===== src/rtl/serial_in_parallel_load_32_bit.sv =====
// -----------------------------------------------------------------------------
// serial_in_parallel_load_32_bit
//
// Serial-to-parallel front end for a downstream PIPO register. Collects a
// framed serial bit stream, assembles DATA_WIDTH-bit words and presents each
// completed word on Parallel_Data_Out together with a one-cycle
// Load_Data_Signal_Out pulse. All state updates on the falling edge of Clk_In.
//
// Optional feature macro: SIPL_PARITY_CHECK_EN
//   When defined, every word is followed by one even-parity bit; a parity
//   mismatch drops the word and sets the sticky Parity_Error_Out.
//
// Parameters
//   DATA_WIDTH  word length in bits (>= 2)
//   MSB_FIRST   1: first serial bit lands in bit DATA_WIDTH-1; 0: in bit 0
//
// Ports
//   Clk_In                clock (falling-edge active)
//   Reset_In              asynchronous active-high reset
//   Enable_In             block enable; low freezes all state
//   Start_In              first bit of a frame (qualified by Serial_Valid_In)
//   Serial_Valid_In       Serial_Data_In is valid this cycle
//   Serial_Data_In        serial data bit
//   Clear_Error_In        clears the sticky error flags
//   Parallel_Data_Out     last completed word
//   Load_Data_Signal_Out  word-ready pulse for the downstream load input
//   Busy_Out              frame in progress or load pending
//   Frame_Error_Out       sticky: a frame was aborted by a new Start_In
//   Parity_Error_Out      sticky parity mismatch (SIPL_PARITY_CHECK_EN only)
// -----------------------------------------------------------------------------
module serial_in_parallel_load_32_bit #(
   parameter int DATA_WIDTH = 32,
   parameter bit MSB_FIRST  = 1'b1
) (
   input  logic                  Clk_In,
   input  logic                  Reset_In,
   input  logic                  Enable_In,
   input  logic                  Start_In,
   input  logic                  Serial_Valid_In,
   input  logic                  Serial_Data_In,
   input  logic                  Clear_Error_In,
   output logic [DATA_WIDTH-1:0] Parallel_Data_Out,
   output logic                  Load_Data_Signal_Out,
   output logic                  Busy_Out,
   output logic                  Frame_Error_Out
`ifdef SIPL_PARITY_CHECK_EN
   ,
   output logic                  Parity_Error_Out
`endif
);

   localparam int CNT_W = $clog2(DATA_WIDTH + 1);
   localparam logic [CNT_W-1:0] LAST_CNT = CNT_W'(DATA_WIDTH - 1);
   localparam logic [CNT_W-1:0] ONE_CNT  = CNT_W'(1);

   localparam logic [1:0] ST_IDLE   = 2'd0;
   localparam logic [1:0] ST_SHIFT  = 2'd1;
   localparam logic [1:0] ST_LOAD   = 2'd2;
`ifdef SIPL_PARITY_CHECK_EN
   localparam logic [1:0] ST_PARITY = 2'd3;
`endif

   logic [1:0]            state;
   logic [CNT_W-1:0]      bit_count;
   logic [DATA_WIDTH-1:0] shift_reg;
   logic [DATA_WIDTH-1:0] first_word;    // cleared register holding only the new bit
   logic [DATA_WIDTH-1:0] shifted_word;  // shift_reg with the new bit shifted in
   logic                  cap_start;
   logic                  cap_data;
   logic                  frame_abort;

   assign cap_start = Enable_In & Serial_Valid_In & Start_In;
   assign cap_data  = Enable_In & Serial_Valid_In & ~Start_In;

   generate
      if (MSB_FIRST) begin : g_msb_first
         assign first_word   = {{(DATA_WIDTH-1){1'b0}}, Serial_Data_In};
         assign shifted_word = {shift_reg[DATA_WIDTH-2:0], Serial_Data_In};
      end else begin : g_lsb_first
         assign first_word   = {Serial_Data_In, {(DATA_WIDTH-1){1'b0}}};
         assign shifted_word = {Serial_Data_In, shift_reg[DATA_WIDTH-1:1]};
      end
   endgenerate

   // A Start_In while a frame is being collected throws the partial frame away.
`ifdef SIPL_PARITY_CHECK_EN
   logic parity_bad;
   // Even parity over the word plus the parity bit being captured now.
   assign parity_bad  = (state == ST_PARITY) & cap_data & (^{shift_reg, Serial_Data_In});
   assign frame_abort = cap_start & ((state == ST_SHIFT) | (state == ST_PARITY));
`else
   assign frame_abort = cap_start & (state == ST_SHIFT);
`endif

   // NOTE: sequential state uses non-blocking assignments so every register
   // samples the pre-edge values of its neighbours, independent of statement order.
   always_ff @(negedge Clk_In or posedge Reset_In) begin
      if (Reset_In) begin
         state             <= ST_IDLE;
         bit_count         <= '0;
         shift_reg         <= '0;
         Parallel_Data_Out <= '0;
      end else if (Enable_In) begin
         case (state)
            ST_IDLE: begin
               if (cap_start) begin
                  shift_reg <= first_word;
                  bit_count <= ONE_CNT;
                  state     <= ST_SHIFT;
               end
            end
            ST_SHIFT: begin
               if (cap_start) begin
                  shift_reg <= first_word;
                  bit_count <= ONE_CNT;
               end else if (cap_data) begin
                  if (bit_count == LAST_CNT) begin
                     bit_count <= '0;
`ifdef SIPL_PARITY_CHECK_EN
                     shift_reg <= shifted_word;
                     state     <= ST_PARITY;
`else
                     Parallel_Data_Out <= shifted_word;
                     state             <= ST_LOAD;
`endif
                  end else begin
                     shift_reg <= shifted_word;
                     bit_count <= bit_count + ONE_CNT;
                  end
               end
            end
            ST_LOAD: begin
               // Back-to-back frames: a Start_In here begins the next word at once.
               if (cap_start) begin
                  shift_reg <= first_word;
                  bit_count <= ONE_CNT;
                  state     <= ST_SHIFT;
               end else begin
                  state <= ST_IDLE;
               end
            end
`ifdef SIPL_PARITY_CHECK_EN
            ST_PARITY: begin
               if (cap_start) begin
                  shift_reg <= first_word;
                  bit_count <= ONE_CNT;
                  state     <= ST_SHIFT;
               end else if (cap_data) begin
                  if (parity_bad) begin
                     state <= ST_IDLE;
                  end else begin
                     Parallel_Data_Out <= shift_reg;
                     state             <= ST_LOAD;
                  end
               end
            end
`endif
            default: state <= ST_IDLE;
         endcase
      end
   end

   // Sticky error flags: a set on the same edge as a clear wins.
   always_ff @(negedge Clk_In or posedge Reset_In) begin
      if (Reset_In) begin
         Frame_Error_Out <= 1'b0;
      end else if (Enable_In) begin
         if (frame_abort) begin
            Frame_Error_Out <= 1'b1;
         end else if (Clear_Error_In) begin
            Frame_Error_Out <= 1'b0;
         end
      end
   end

`ifdef SIPL_PARITY_CHECK_EN
   always_ff @(negedge Clk_In or posedge Reset_In) begin
      if (Reset_In) begin
         Parity_Error_Out <= 1'b0;
      end else if (Enable_In) begin
         if (parity_bad) begin
            Parity_Error_Out <= 1'b1;
         end else if (Clear_Error_In) begin
            Parity_Error_Out <= 1'b0;
         end
      end
   end
`endif

   assign Load_Data_Signal_Out = (state == ST_LOAD);
   assign Busy_Out             = (state != ST_IDLE);

endmodule


===== config.mk =====
export PLATFORM = sky130hd
export DESIGN_NAME = serial_in_parallel_load_32_bit
export DESIGN_NICKNAME = d
export VERILOG_FILES = /design/src/rtl/serial_in_parallel_load_32_bit.sv
export SDC_FILE = /design/constraint.sdc
export NUM_CORES = 1
export LEC_CHECK = 0
export CAP_MARGIN = 10
export CORE_UTILIZATION = 35
export DETAILED_ROUTE_END_ITERATION = 10
export DONT_BUFFER_PORTS = 1
export SYNTH_ARGS = -nofsm -noshare
export SYNTH_HDL_FRONTEND = slang
export SYNTH_SLANG_ARGS = --single-unit

===== constraint.sdc =====
create_clock -name Clk_In -period 2.9 [get_ports Clk_In]
set_input_delay 0.58 -clock Clk_In [delete_from_list [all_inputs] [get_ports Clk_In]]
set_output_delay 0.58 -clock Clk_In [all_outputs]
set_load 0.02 [all_outputs]

==> run_results.csv, run 1 <==
group,metric,value,unit
worst_setup_path,worstPathMaxFanout,3,
global_routing,first_global_vias,1727,
global_routing,antenna_found_initial,0,
floorplan,ios,42,
worst_setup_path,crit_path_max_incr_delay,420,ps
layout,largest_reg_flops,32,
placed_design,dp_cells,308,
timing,setup_viol_count_final,37,
clocking,clk_pin_slew,50,ps
worst_setup_path,cpMaxStageDelayCell,"dfrtn_1",
power_and_ir_drop,p_sw_frac,0.235,
run,cap_violations,0,
route,route.vias.total,1660,
layout,stdcell_count,326,
synth,synth_top_family_by_area,"multiplexers",
clocking,cts_made_buffers,9,
timing,fin_ws,-146,ps
synth,synth-compound-area-share,0.132,
synth,syn_avg_cell_area,15.1,um2
synth,synth.area.mux_share,0.163,
layout,multi_input_comb_area,1080,um2
layout,final_common_cell,"dfrtn_1",
synth,synth.yosys.warnings,0,
placed_design,place_hpwl,3550,um
power_and_ir_drop,seq_power_share,0.509,
synth,synthSimpleGateAreaFrac,0.0561,
synth,synthXorXnorAreaFrac,0,
route,first_iter_violations,111,
timing,finalHoldViolCount,0,
synth,ys_ff_latch,72,
global_routing,grt_max_degree,35,
timing,tightest_slew,536,ps
worst_setup_path,cp.arrival,2470,ps
outcome,outcome,"finished, violations left",
layout,area_growth,17.8,%
power_and_ir_drop,finalPower,2.12,mW
hold_path,hp-class,"flip-flop to flip-flop",
floorplan,start_util,0.361,
route,first_pass_iters,4,
power_and_ir_drop,p_comb_frac,0.068,
outcome,violations,"setup timing",
clocking,clock_latency,330,ps
timing,maxSlewHeadroom,0.640,
layout,num_antenna_cells,0,
clocking,cts_max_path_buffers,2,
layout,ff_latch_area,1800,um2
route,ant_nets,0,
timing,fin_hold_ws,459,ps
worst_setup_path,cp-start-kind,"flip-flop",
worst_setup_path,critical_path_class,"flip-flop to output port",
layout,drive_gt1_frac,0.353,
hold_path,holdCritStartpoint,"shift_reg[30]",
power_and_ir_drop,irDropWorstVdd,0.303,mV
floorplan,num_rows,33,
worst_setup_path,r2r_start,"bit_count[0]",
floorplan,core-area,8220,um2
timing,report.final.slew_viol_count,0,
route,drc_errors,0,
timing,rsz0062_at_grt,"yes",
layout,final_nets,224,
placed_design,gp_congestion,0.730,
floorplan,dieHeight,94.0,um
floorplan,die_w,94.0,um
power_and_ir_drop,internal-power,1.62,mW
worst_setup_path,crit_start,"state[0]",
synth,synth_fp_nets,204,
worst_setup_path,worstPathCellList,"and2b_2",
synth,syn_inst,196,
synth,seq_area_frac_synth,0.608,
power_and_ir_drop,clkPwrFrac,0.423,
clocking,cts-root-buf,"clkbuf_8",
floorplan,dieArea,8840,um2
global_routing,grt_pass1_wl,8850,um
power_and_ir_drop,pwr_density_cell,607,nW/um2
route,drt-wirelength-per-cell,16.4,um
clocking,cts_tree,"yes",
global_routing,overflow,0,
layout,layout_common_cells,"dfrtn_1 (72), mux2_4 (32), a22o_1 (31)",
worst_setup_path,end_kind,"output port",
power_and_ir_drop,p_sw,0.498,mW
synth,synth-adder-area-share,0.00422,
timing,clock_skew,8.21,ps
synth,netlist_area,2960,um2
layout,fill_cells,734,
route,viasPerCell,5.09,
clocking,cts-htree-levels,3,
synth,ys_types,32,
worst_setup_path,critPathBufInv,0,
worst_setup_path,critPathTopFamily,"flip-flops",
clocking,cts_sinks,72,
route,drt_wl_total,5340,um
worst_setup_path,worst_ep_required_time,2320,ps
global_routing,track_usage,0.134,
power_and_ir_drop,p_leak,1.69,nW
placed_design,io_buffers,0,
## Yosys cell counts (all sizes together)
| cell type | count | share of area |
|---|---|---|
| nor4 | 1 | 0.0021 |
| nand3 | 3 | 0.0051 |
| a21o | 3 | 0.0076 |
| a2111oi | 1 | 0.0030 |
| nor3 | 3 | 0.0051 |
| dfrtn | 72 | 0.61 |
| o22a | 1 | 0.0034 |
| nand2b | 3 | 0.0072 |
| a31oi | 1 | 0.0021 |
| and2b | 1 | 0.0030 |
| or2 | 1 | 0.0021 |
| mux2 | 33 | 0.16 |
| or3 | 2 | 0.0076 |
| a21oi | 5 | 0.0097 |
| nand2 | 7 | 0.0089 |
| buf | 9 | 0.030 |
| nor3b | 1 | 0.0025 |
| o21ai | 4 | 0.0068 |
| o31ai | 1 | 0.0025 |
| nor2 | 5 | 0.013 |
| inv | 5 | 0.0063 |
| o22ai | 1 | 0.0021 |
| ha | 1 | 0.0042 |
| o32ai | 1 | 0.0030 |
| a22o | 31 | 0.092 |
## final timing paths
check	endpoint	slack, ps	cells past startpoint
worst max-delay path	Load_Data_Signal_Out	-150	1
worst min register to register	shift_reg[30]	460	1
worst min-delay path	shift_reg[30]	460	1
max in group asynchronous	shift_reg[10]	1070	2
worst max register to register	shift_reg[0]	820	5
min in group asynchronous	state[1]	1380	1
## worst reg2reg max path, delay by kind of cell, from the launching register on
kind                     cells  cell delay [ps]
AND/OR/NAND/NOR              2              580
flip-flops                   1              460
multiplexers                 1              380
AO/OA/AOI/OAI                1              330
adder cells (fa/ha/maj)      1              200
## layout make-up
class,count,area share
repair buffers,18,0.0652
well taps,105,0.0376
inverters,5,0.00645
flip-flops and latches,72,0.516
multi-input cells,110,0.309
clock buffers,10,0.0394
clock inverters,6,0.0258
## cells by family after synthesis
logic type                 Yosys count
buffers and inverters               14
AOI/OAI and AO/OA                   49
and+or+nand+nor                     27
adders and majority gates            1
muxes                               33
DFF                                 72
## repair_timing
item | 4_1_cts | 5_1_grt
hold buffers | 0 | 0
gates resized for setup | 3 | 0
pin swaps | 0 | 3
gates cloned | 0 | 1
endpoints found under the setup margin | 59 | 67
setup buffers | 1 | 0
## power by group through the flow
stage	sequential (mW)	combinational (mW)	clock [mW]
after floorplan	1.09	0.103	0
after global placement	1.10	0.141	0
after detailed placement	1.10	0.146	0
after CTS	1.08	0.146	0.920
after global routing	1.09	0.165	0.967
final	1.08	0.143	0.896
## layer usage
metal / vias up / GRT usage / share of wire
met2: 39 / 0.196 / 0.43
met4: 0 / 0.0462 / 0.011
li1: 768 / - / -
met3: 6 / 0.0712 / 0.078
met1: 847 / 0.168 / 0.48
met5: - / 0 / 0
## metrics by stage
stage	util	setup slack, ps	cell area [um2]	setup TNS, ps
after floorplan	-	-398	2990	-12660
after global placement	0.392	-414	3220	-18870
after detailed placement	0.392	-439	3220	-19960
after CTS	0.422	-165	3470	-2370
after global routing	0.425	-180	3490	-3000
final	0.425	-146	3490	-1800
No activity file was read; power rests on OpenSTA's default activity.
==> run 2, diff against run 1 <==
CORE_MARGIN = 8   (was unset)
CORE_UTILIZATION = 50   (was 35)
==> run_results.csv, run 2 (same netlist as run 1, synthesis figures left out) <==
group,metric,value,unit
layout,final_nets,227,
placed_design,dp_cells,276,
clocking,cts_hold_buf,0,
floorplan,dieHeight,93.0,um
power_and_ir_drop,irDropWorstVdd,0.289,mV
timing,report.final.slew_viol_count,0,
clocking,clock_latency,330,ps
power_and_ir_drop,p_sw,0.473,mW
power_and_ir_drop,internal-power,1.64,mW
placed_design,dpl-instance-area,3130,um2
layout,stdcell_count,299,
power_and_ir_drop,p_leak,1.70,nW
layout,area_growth,17.4,%
global_routing,track_usage,0.136,
worst_setup_path,critPathBufInv,0,
layout,drive_gt1_frac,0.366,
layout,num_antenna_cells,0,
placed_design,gp_congestion,0.785,
worst_setup_path,cp.arrival,2470,ps
floorplan,die_w,93.0,um
global_routing,grt_pass1_wl,9180,um
hold_path,hp-class,"flip-flop to flip-flop",
global_routing,grt_max_degree,73,
route,route.vias.total,1657,
route,first_iter_violations,52,
run,cap_violations,0,
clocking,cts_sinks,72,
route,viasPerCell,5.54,
worst_setup_path,cp-start-kind,"flip-flop",
worst_setup_path,worstPathMaxFanout,3,
route,drt-wirelength-per-cell,18.3,um
worst_setup_path,worstPathCellList,"and2b_2",
timing,maxSlewHeadroom,0.639,
placed_design,place_ws,-446,ps
floorplan,num_rows,28,
power_and_ir_drop,finalPower,2.11,mW
worst_setup_path,critPathTopFamily,"flip-flops",
route,ant_nets,0,
outcome,violations,"setup timing",
worst_setup_path,critical_path_class,"flip-flop to output port",
clocking,cts-htree-levels,3,
timing,fin_hold_ws,470,ps
worst_setup_path,worst_ep_required_time,2320,ps
power_and_ir_drop,pwr_density_cell,607,nW/um2
timing,finalHoldViolCount,0,
floorplan,core-area,5820,um2
layout,fin_area,3480,um2
placed_design,io_buffers,0,
clocking,cts_max_path_buffers,2,
timing,rsz0062_at_grt,"yes",
timing,fin_ws,-150,ps
route,drc_errors,0,
outcome,outcome,"finished, violations left",
timing,clock_skew,7.68,ps
clocking,clk_pin_slew,50,ps
global_routing,antenna_found_initial,0,
global_routing,overflow,0,
layout,final_common_cell,"dfrtn_1",
floorplan,dieArea,8650,um2
power_and_ir_drop,clkPwrFrac,0.422,
timing,setup_viol_count_final,36,
layout,largest_reg_flops,32,
clocking,cts_tree,"yes",
placed_design,place_hpwl,3640,um
power_and_ir_drop,p_sw_frac,0.224,
clocking,cts-root-buf,"clkbuf_8",
floorplan,start_util,0.510,
power_and_ir_drop,p_comb_frac,0.067,
clocking,cts_made_buffers,9,
worst_setup_path,cpMaxStageDelayCell,"dfrtn_1",
worst_setup_path,crit_path_max_incr_delay,430,ps
global_routing,first_global_vias,1804,
floorplan,ios,42,
power_and_ir_drop,seq_power_share,0.511,
route,drt_wl_total,5480,um
route,first_pass_iters,4,
timing,tightest_slew,537,ps
worst_setup_path,end_kind,"output port",
layout,layout_common_cells,"dfrtn_1 (72), mux2_4 (32), a22o_1 (31)",
run 2: area by class of cell:
class,instances,area [um2]
Multi-Input combinational cell,110,1090
Clock buffer,12,155
Fill cell,461,2330
Clock inverter,4,76.3
Inverter,5,22.5
Tap cell,75,93.8
Sequential cell,72,1800
Timing Repair Buffer,21,245
run 2: worst paths after layout:
check | from | end | slack [ps] | depth (start not counted)
worst min register to register | shift_reg[30] | shift_reg[30] | 470 | 1
worst max register to register | bit_count[0] | Parallel_Data_Out[15] | 790 | 6
min in group asynchronous | Reset_In | Parallel_Data_Out[12] | 1560 | 2
worst min-delay path | shift_reg[30] | shift_reg[30] | 470 | 1
worst max-delay path | state[0] | Load_Data_Signal_Out | -150 | 1
max in group asynchronous | Reset_In | shift_reg[23] | 1030 | 2
run 2: per-stage QoR:
step | setup TNS, ps | util
after floorplan | -12660 | -
after global placement | -19130 | 0.538
after detailed placement | -20090 | 0.538
after CTS | -2630 | 0.586
after global routing | -4130 | 0.599
final | -3010 | 0.599
run 2: power groups by stage:
| stage | logic [mW] | registers (mW) | clock network, mW |
|---|---|---|---|
| after global placement | 0.133 | 1.10 | 0 |
| after floorplan | 0.103 | 1.09 | 0 |
| after global routing | 0.161 | 1.09 | 0.961 |
| after CTS | 0.140 | 1.08 | 0.915 |
| after detailed placement | 0.138 | 1.10 | 0 |
| final | 0.141 | 1.08 | 0.893 |
run 2: timing repair:
action,CTS,global route
endpoints found under the setup margin,60,66
setup buffers,3,2
hold endpoints to repair,0,0
pin swaps,0,4
cloned,0,2
resized for setup,6,3
run 2: per-layer routing:
metal,global-route usage,part of all wire,vias to the layer above
met2,0.211,0.47,35
met1,0.159,0.44,844
met5,0,0,-
met3,0.0457,0.066,11
li1,-,-,767
met4,0.0846,0.022,0
